<file path="config.mk">
export PLATFORM = sky130hd
export DESIGN_NAME = serial_subtractor
export DESIGN_NICKNAME = d
export VERILOG_FILES = /design/src/rtl/serial_subtractor.sv
export SDC_FILE = /design/constraint.sdc
export NUM_CORES = 1
export LEC_CHECK = 0
export BUFFER_PORTS_ARGS = -buffer_cell sky130_fd_sc_hd__buf_2
export CAP_MARGIN = 20
export CORE_UTILIZATION = 57
export CTS_CLUSTER_SIZE = 25
export DETAILED_ROUTE_END_ITERATION = 12
export PLACE_DENSITY = 0.79
export SLEW_MARGIN = 5
export SYNTH_ARGS = -nofsm -noshare
export SYNTH_HDL_FRONTEND = slang
export SYNTH_SLANG_ARGS = --single-unit
export TNS_END_PERCENT = 50
</file>
<file path="constraint.sdc">
create_clock -name clk -period 3.8 [get_ports clk]
set_input_delay 0.76 -clock clk [delete_from_list [all_inputs] [get_ports clk]]
set_output_delay 0.76 -clock clk [all_outputs]
set_load 0.01 [all_outputs]
</file>
<file path="src/rtl/serial_subtractor.sv">
// Digit-serial unsigned subtractor: diff = a - b, DIGIT bits per cycle, LSB-first,
// with start/busy/done handshake. Define SERIAL_SUB_SAT_EN for saturating (clamp-to-0) mode.
module serial_subtractor #(
  parameter int WIDTH = 8,
  parameter int DIGIT = 1
) (
  input  logic             clk,
  input  logic             rst_n,
  input  logic             start,
  input  logic [WIDTH-1:0] a,
  input  logic [WIDTH-1:0] b,
  output logic             busy,
  output logic             done,
  output logic [WIDTH-1:0] diff,
  output logic             borrow,
  output logic [1:0]       dbg_state
);

  // Handshake: start is sampled on a rising edge and accepted only in IDLE or DONE;
  // a/b are captured on that same edge; done pulses for one cycle with diff/borrow valid.

  typedef enum logic [1:0] {
    IDLE = 2'd0,
    RUN  = 2'd1,
    DONE = 2'd2
  } state_t;

  localparam int N  = WIDTH / DIGIT;
  localparam int CW = (N > 1) ? $clog2(N) : 1;
  localparam logic [CW-1:0] LAST = CW'(N - 1);

`ifdef SERIAL_SUB_SAT_EN
  localparam bit SAT = 1'b1;
`else
  localparam bit SAT = 1'b0;
`endif

  state_t           state_q, state_d;
  logic [WIDTH-1:0] a_q, a_d;
  logic [WIDTH-1:0] b_q, b_d;
  logic [WIDTH-1:0] res_q, res_d;
  logic             bin_q, bin_d;
  logic [CW-1:0]    cnt_q, cnt_d;
  logic [WIDTH-1:0] diff_q, diff_d;
  logic             borrow_q, borrow_d;

  logic [DIGIT:0]         dig;
  logic [WIDTH+DIGIT-1:0] res_cat;
  logic [WIDTH-1:0]       res_shift;
  logic                   capture;

  always_comb begin
    // The top bit of the (DIGIT+1)-wide difference is the borrow out of this digit.
    dig       = {1'b0, a_q[DIGIT-1:0]} - {1'b0, b_q[DIGIT-1:0]} - {{DIGIT{1'b0}}, bin_q};
    res_cat   = {dig[DIGIT-1:0], res_q};
    res_shift = res_cat[WIDTH+DIGIT-1:DIGIT];

    state_d  = state_q;
    a_d      = a_q;
    b_d      = b_q;
    res_d    = res_q;
    bin_d    = bin_q;
    cnt_d    = cnt_q;
    diff_d   = diff_q;
    borrow_d = borrow_q;
    capture  = 1'b0;

    case (state_q)
      IDLE: begin
        if (start) capture = 1'b1;
      end
      RUN: begin
        a_d   = a_q >> DIGIT;
        b_d   = b_q >> DIGIT;
        res_d = res_shift;
        bin_d = dig[DIGIT];
        cnt_d = cnt_q + 1'b1;
        if (cnt_q == LAST) begin
          state_d  = DONE;
          diff_d   = (SAT && dig[DIGIT]) ? '0 : res_shift;
          borrow_d = dig[DIGIT];
        end
      end
      DONE: begin
        state_d = IDLE;
        if (start) capture = 1'b1;
      end
      default: state_d = IDLE;
    endcase

    if (capture) begin
      state_d = RUN;
      a_d     = a;
      b_d     = b;
      res_d   = '0;
      bin_d   = 1'b0;
      cnt_d   = '0;
    end
  end

  always_ff @(posedge clk or negedge rst_n) begin
    if (!rst_n) begin
      state_q  <= IDLE;
      a_q      <= '0;
      b_q      <= '0;
      res_q    <= '0;
      bin_q    <= 1'b0;
      cnt_q    <= '0;
      diff_q   <= '0;
      borrow_q <= 1'b0;
    end else begin
      state_q  <= state_d;
      a_q      <= a_d;
      b_q      <= b_d;
      res_q    <= res_d;
      bin_q    <= bin_d;
      cnt_q    <= cnt_d;
      diff_q   <= diff_d;
      borrow_q <= borrow_d;
    end
  end

  assign busy      = (state_q == RUN);
  assign done      = (state_q == DONE);
  assign diff      = diff_q;
  assign borrow    = borrow_q;
  assign dbg_state = state_q;

endmodule
</file>
==> results of run 1 <==
logic make-up after synthesis:
kind of cell / Yosys count / share of synthesized area (%)
fa+ha+maj: 3 / 2.80
mux: 15 / 10.4
compound gates: 43 / 17.6
flops: 38 / 59.2
buf+inv: 21 / 5.84
simple gates: 9 / 4.21
power groups by stage:
| stage | logic, W | registers, W | clock network [W] |
|---|---|---|---|
| after floorplan | 0.000401 | 0.000703 | 0 |
| after global placement | 0.000513 | 0.000712 | 0 |
| after detailed placement | 0.000544 | 0.000728 | 0 |
| after CTS | 0.000547 | 0.000720 | 0.000224 |
| after global routing | 0.000612 | 0.000744 | 0.000241 |
| final | 0.000539 | 0.000720 | 0.000220 |
cell usage after synthesis:
| cell type | count |
|---|---|
| o2bb2ai_1 | 1 |
| buf_6 | 1 |
| nor2b_1 | 4 |
| nand2b_1 | 2 |
| nand3b_4 | 1 |
| mux2_2 | 13 |
| a22o_1 | 11 |
| ha_1 | 2 |
| inv_1 | 14 |
| dfrtp_1 | 38 |
| o22ai_1 | 12 |
| a21o_1 | 1 |
| o21ai_0 | 2 |
| nor2_2 | 1 |
| mux2i_1 | 2 |
| a21oi_1 | 14 |
| nand2_1 | 1 |
| fa_1 | 1 |
| buf_2 | 6 |
| a211oi_1 | 2 |
worst max-delay path, stage by stage, from the launching register on:
cell,delay (ns)
dfrtp_1,0.67
nand2b_1,0.44
inv_1,0.33
buf_2,0.18
metal layers:
layer  wire length, um  global-route usage, %  up-vias
met5                 0                      0        -
met3                94                   5.74        5
met4                31                   8.75        0
met2              1400                   36.5       25
met1              1370                   29.0      549
li1                  -                      -      527
cell usage in the layout, fill, tap and decap left out:
cell type,netlist,final
a22o_1,11,11
nor2_2,1,1
mux2_2,13,13
a21oi_1,14,14
nand3b_4,1,1
inv_1,14,14
o22ai_1,12,12
o21ai_0,2,2
fa_1,1,1
nand2_1,1,1
o2bb2ai_1,1,1
clkinvlp_4,0,1
clkinv_2,0,1
mux2i_1,2,2
buf_2,6,31
a21o_1,1,1
clkbuf_4,0,5
a211oi_1,2,2
nand2b_1,2,2
dfrtp_1,38,38
clkbuf_8,0,1
ha_1,2,2
nor2b_1,4,4
registers in the layout (all words and copies together), names as in the netlist:
name / cells
res_q: 7
dbg_state: 2
borrow: 1
b_q: 8
bin_q: 1
a_q: 8
cnt_q: 3
diff: 8
cell type report:
cell class | count | area share, %
clock buffer | 6 | 2.82
multi-input combinational | 70 | 30.8
tap | 30 | 2.06
sequential | 38 | 52.2
clock inverter | 2 | 0.687
inverter | 14 | 2.88
timing repair buffer | 31 | 8.52
how the worst max path moves through the flow:
stage | startpoint | endpoint | slack (ns) | depth (start not counted)
detailed placement | dbg_state[0] | busy | 1.46 | 3
finish | dbg_state[0] | busy | 1.10 | 3
CTS | dbg_state[0] | busy | 1.08 | 3
global route | dbg_state[0] | busy | 0.92 | 3
global placement | dbg_state[0] | busy | 1.56 | 3
floorplan | dbg_state[1] | busy | 2.10 | 3
through the flow:
| stage | util, % | std cells |
|---|---|---|
| 3_3_place_gp | 68.5 | 183 |
| 5_1_grt | 71.0 | 191 |
| 2_1_floorplan | - | 129 |
| 6_report | 71.0 | 191 |
| 4_1_cts | 71.0 | 191 |
| 3_5_place_dp | 68.5 | 183 |
==> impl_results.md, run 1 <==
* FF-to-FF path depth at 3
* Area grow syn2layout at 13.4%
* Clock slew at reported path FFs at about 0.12 ns
* Fin. max-slew vios at 0
* Crit end category: output port
* DP Worst Slack at 1.46 ns
* Clock sink total at 38
* DIE HEIGHT at 55.1 um
* Unrepaired setup endpoints after global routing: no
* Maxcap violations at 0
* Via count at roughly 1100
* Initial core utilization at about 63%
* P_sw at ~0.00054 W
* GRT Util Overall at 22.6%
* Post-CTS setup buffers at 0
* Flop pwr share at between 40% and 50%
* R2R setup slack at roughly 2.0 ns
* Starting DRT DRC Count at 8
* Comb power frac at 36.5%
* Slew @ Worst Pin at 0.792 ns
* FILL cells at approximately 210
* Syn Nets at 151
* Clock power share at between 10% and 20%
* Reg2reg start: dbg_state[1]
* Row cnt at 18
* Leading area contributor after synthesis: dfrtp_1
* Synth Instances at 129
* Drt pass-1 iters at 4
* Routability cong. at 0.773
* CTS Buf Count at 5
* Grt total ovfl at 0
* DR WL/cell at 15.2 um
* Cts hold-fix bufs at 0
* Worst-path maximum fanout at 16
* Chip width at approximately 55 um
* Setup ws final at between 1 and 1.5 ns
* Root Driver: clkbuf_4
* Ys Warns at 0
* Period utilization at between 70% and 80%
* Crit path launch type: flip-flop
* Int Power at 0.000942 W
* Footprint of the multi-input gates at around 560 um^2
* Post-layout minimum cycle time at 2.70 ns
* Yosys top cell area share at between 50% and 60%
* Pwr/cell area at ~800 mW/mm^2
* H-tree depth at 2
* Drt via density at between 5 and 6
* Post-DP HPWL at approximately 2.0 mm
* Clock Skew at 0.0210 ns
* Worst VDD drop at between 500 and 600 uV
* Ports at 32
* Cts repair resizes at 0
* Yosys reg bits at 38
* Final Instance Area at 0.00182 mm^2
* CP Class: flip-flop to output port
* Synth top area cells: dfrtp_1 (59%), mux2_2 (9.1%), a22o_1 (6.0%)
* CP arrival at just under 2 ns
* Hold Fails Final Rpt at 0
* Remaining DRCs at 0
* Syn Area/Cell at between 10 and 15 um^2
* Maximum clock frequency at roughly 0.37 GHz
* Worst EP required at around 3 ns
* Die ar. at between 0.003 and 0.004 mm^2
* FF+latch area at 951 um^2
* FF-to-FF End: cnt_q[0]
* Placed Area at around 0.0018 mm^2
* Yosys cell types at 20
* First-pass GRT wire length at between 4 and 5 mm
* Setup TNS at 0 ns
* Routed Antenna Nets at 0
* Relative slew slack at 47.2%
* CTS tree: done
* Clock Path Buffers at 2
* LEAKAGE at ~0.94 nW
* Hold Crit Class: input port to async pin
* Largest net degree at the start of global routing at 39
* Initial antenna violation count at 0
* Clock Latency Late Sink at 0.34 ns
* Mapped cell area at around 0.0016 mm^2
* Status: finished, final reports clean
* Post-layout nets at roughly 180
* Layout cells sized above 1 at around a third
* Final setup viols at 0
* Vias in the first global route at ~1000
* Port bufs at 31
* Hold_ws at slightly below 0.5 ns
* Wirelength, routed at 2.90 mm
* Power Total at between 0.001 and 0.0015 W
* Sequential area share after synthesis at approximately 59%
* Antenna Cells at 0
* Sw Share at between 30% and 40%
* Core footprint at between 0.002 and 0.003 mm^2
(Power assumes the default switching activity.)
==> inputs of run 2 (changes only) <==
CORE_UTILIZATION = 53   (was 57)
PLACE_DENSITY = 0.74   (was 0.79)
clock period = 2.7 ns   (was 3.8 ns; I/O delays follow)
==> impl_results.md, run 2 (synthesized netlist as in run 1, its figures left out) <==
* Most common cell after layout, fill and taps aside: dfrtp_1
* FF-to-FF End: cnt_q[0]
* Worst VDD drop at 567 uV (-5.4%)
* CP Cell Sequence: nand2b_1 > inv_1 > buf_2
* Clock Path Buffers at 2 (unchanged)
* Post-DP HPWL at 1.98 mm (-2.6%)
* Slowest stage delay, CP at 0.70 ns (+0.03 ns)
* Worst EP required at 2.16 ns (-0.88 ns)
* H-tree depth at 2 (unchanged)
* Cell depth of the worst setup path at 3 (unchanged)
* CP Class: flip-flop to output port
* Wirelength, routed at 2.99 mm (+3.0%)
* Power Total at 0.00204 W (+38%)
* Chip width at 57.1 um (+3.6%)
* Top Family by Delay on Critical Path: flip-flops
* Ports at 32 (unchanged)
* Drt via density at 5.67 (-2.1%)
* GRT Util Overall at 21.5% (-1.0 points)
* Vias in the first global route at 1097 (+8.0%)
* Core footprint at 0.00281 mm^2 (+9.3%)
* Die ar. at 0.00326 mm^2 (+7.3%)
* Root Driver: clkbuf_4
* Worst-path maximum fanout at 16 (unchanged)
* Maximum clock frequency at 0.478 GHz
* Fin. max-slew vios at 0 (unchanged)
* Maxcap violations at 0 (unchanged)
* Drt pass-1 iters at 8 (+4)
* First-pass GRT wire length at 5.25 mm (+14%)
* CP max-delay cell: dfrtp_1
* Setup TNS at 0 ns (unchanged)
* Final setup viols at 0 (unchanged)
* Relative slew slack at 44.8% (-2.4 points)
* Reg2reg start: dbg_state[0]
* Post-layout nets at 183 (+0.55%)
* WL met3 at 125 um (+33%)
* CP arrival at 1.55 ns (-0.39 ns)
* Cts repair resizes at 0 (unchanged)
* Post-CTS setup buffers at 0 (unchanged)
* Post-layout minimum cycle time at around 2.1 ns
* Setup ws final at 0.610 ns (-0.486 ns)
* DIE HEIGHT at 57.1 um (+3.6%)
* Port bufs at 31 (unchanged)
* Grt total ovfl at 0 (unchanged)
* Highest metal used: met4
* CP bufs+invs at 2 (unchanged)
* DR WL/cell at 15.6 um (+2.5%)
* Worst Setup EP: busy
* Non-filler cells, final at 192 (+0.52%)
* Clock Skew at 0.00573 ns (-0.0153 ns)
* Via count at 1088 (-1.6%)
* Unrepaired setup endpoints after global routing: no
* Routability cong. at 0.751 (-2.9%)
* Status: finished with violations
* Clock sink total at 38 (unchanged)
* DR WL met2 at 1.40 mm (-0.57%)
* Largest net degree at the start of global routing at 39 (unchanged)
* Layout cells sized above 1 at 33.5% (unchanged)
* Clock Latency Late Sink at 0.33 ns (about the same)
* Cts hold-fix bufs at 0 (unchanged)
* Crit path launch type: flip-flop
* Placed Instances at 185 (+1.1%)
* Slew @ Worst Pin at 0.827 ns (+0.0358 ns)
* Hold Fails Final Rpt at 0 (unchanged)
* Antenna Cells at 0 (unchanged)
* FF-to-FF path depth at 3 (unchanged)
* Area grow syn2layout at 12.9%
* Clock slew at reported path FFs at 0.10 ns (-0.02 ns)
* R2R setup slack at 0.95 ns (-1.05 ns)
* Hold Crit Class: input port to async pin
* M1 wire length at 1.42 mm (+3.3%)
* Remaining DRCs at 2 (+2)
* LEAKAGE at 0.937 nW (+0.17%)
* Failing checks: DRC
* Crit. Startpoint: dbg_state[0]
* CTS Buf Count at 5 (unchanged)
* Pwr/cell area at 1130 mW/mm^2 (+39%)
* Most frequent cells in the layout: dfrtp_1 (38), buf_2 (31), inv_1 (14), a21oi_1 (14), mux2_2 (13)
* Crit end category: output port
* Initial core utilization at 57.3% (-5.3 points)
* Row cnt at 19 (+1)
* Routed Antenna Nets at 0 (unchanged)
* DP Worst Slack at 0.909 ns (-0.547 ns)
* Starting DRT DRC Count at 39 (+31)
* Period utilization at 77.4%
* Initial antenna violation count at 0 (unchanged)
* CTS tree: done
run 2: layout make-up:
class,instances,area [um^2]
Clock inverter,2,10.0
Timing Repair Buffer,32,163
Fill cell,241,991
Inverter,14,52.6
Sequential cell,38,951
Tap cell,31,38.8
Clock buffer,5,37.5
Multi-Input combinational cell,70,562
run 2: metal layers:
metal,vias up,GRT usage [%]
li1,522,-
met1,530,29.4
met2,32,32.9
met3,4,6.12
met4,0,8.36
met5,-,0
run 2: report_power, final:
part           leakage, nW  internal, W  switching (W)  total [W]
Sequential           0.469     0.000822       0.000190    0.00101
Combinational        0.437     0.000389       0.000373   0.000762
Clock               0.0308    0.0000937       0.000176   0.000270
Total                0.937      0.00130       0.000739    0.00204
run 2: how the worst min path moves through the flow:
stage	startpoint	to	slack [ns]	depth (start not counted)
after CTS	rst_n	b_q[0]	0.30	1
after detailed placement	diff[7]	diff[7]	0.47	2
final	rst_n	a_q[2]	0.30	1
after floorplan	rst_n	a_q[0]	0.24	0
after global routing	rst_n	b_q[3]	0.35	1
after global placement	diff[7]	diff[7]	0.46	2
run 2: metrics by stage:
step | util (%) | hold WS (ns) | area [um^2]
after detailed placement | 63.0 | 0.473 | 1770
after floorplan | - | 0.244 | 1610
final | 64.7 | 0.296 | 1810
after global placement | 63.0 | 0.457 | 1770
after CTS | 64.7 | 0.304 | 1810
after global routing | 64.7 | 0.345 | 1810
run 2: worst reg2reg max path, stage by stage, from the launching register on:
cell,delay [ns]
dfrtp_1,0.59
nor2_2,0.28
a21o_1,0.55
mux2_2,0.28
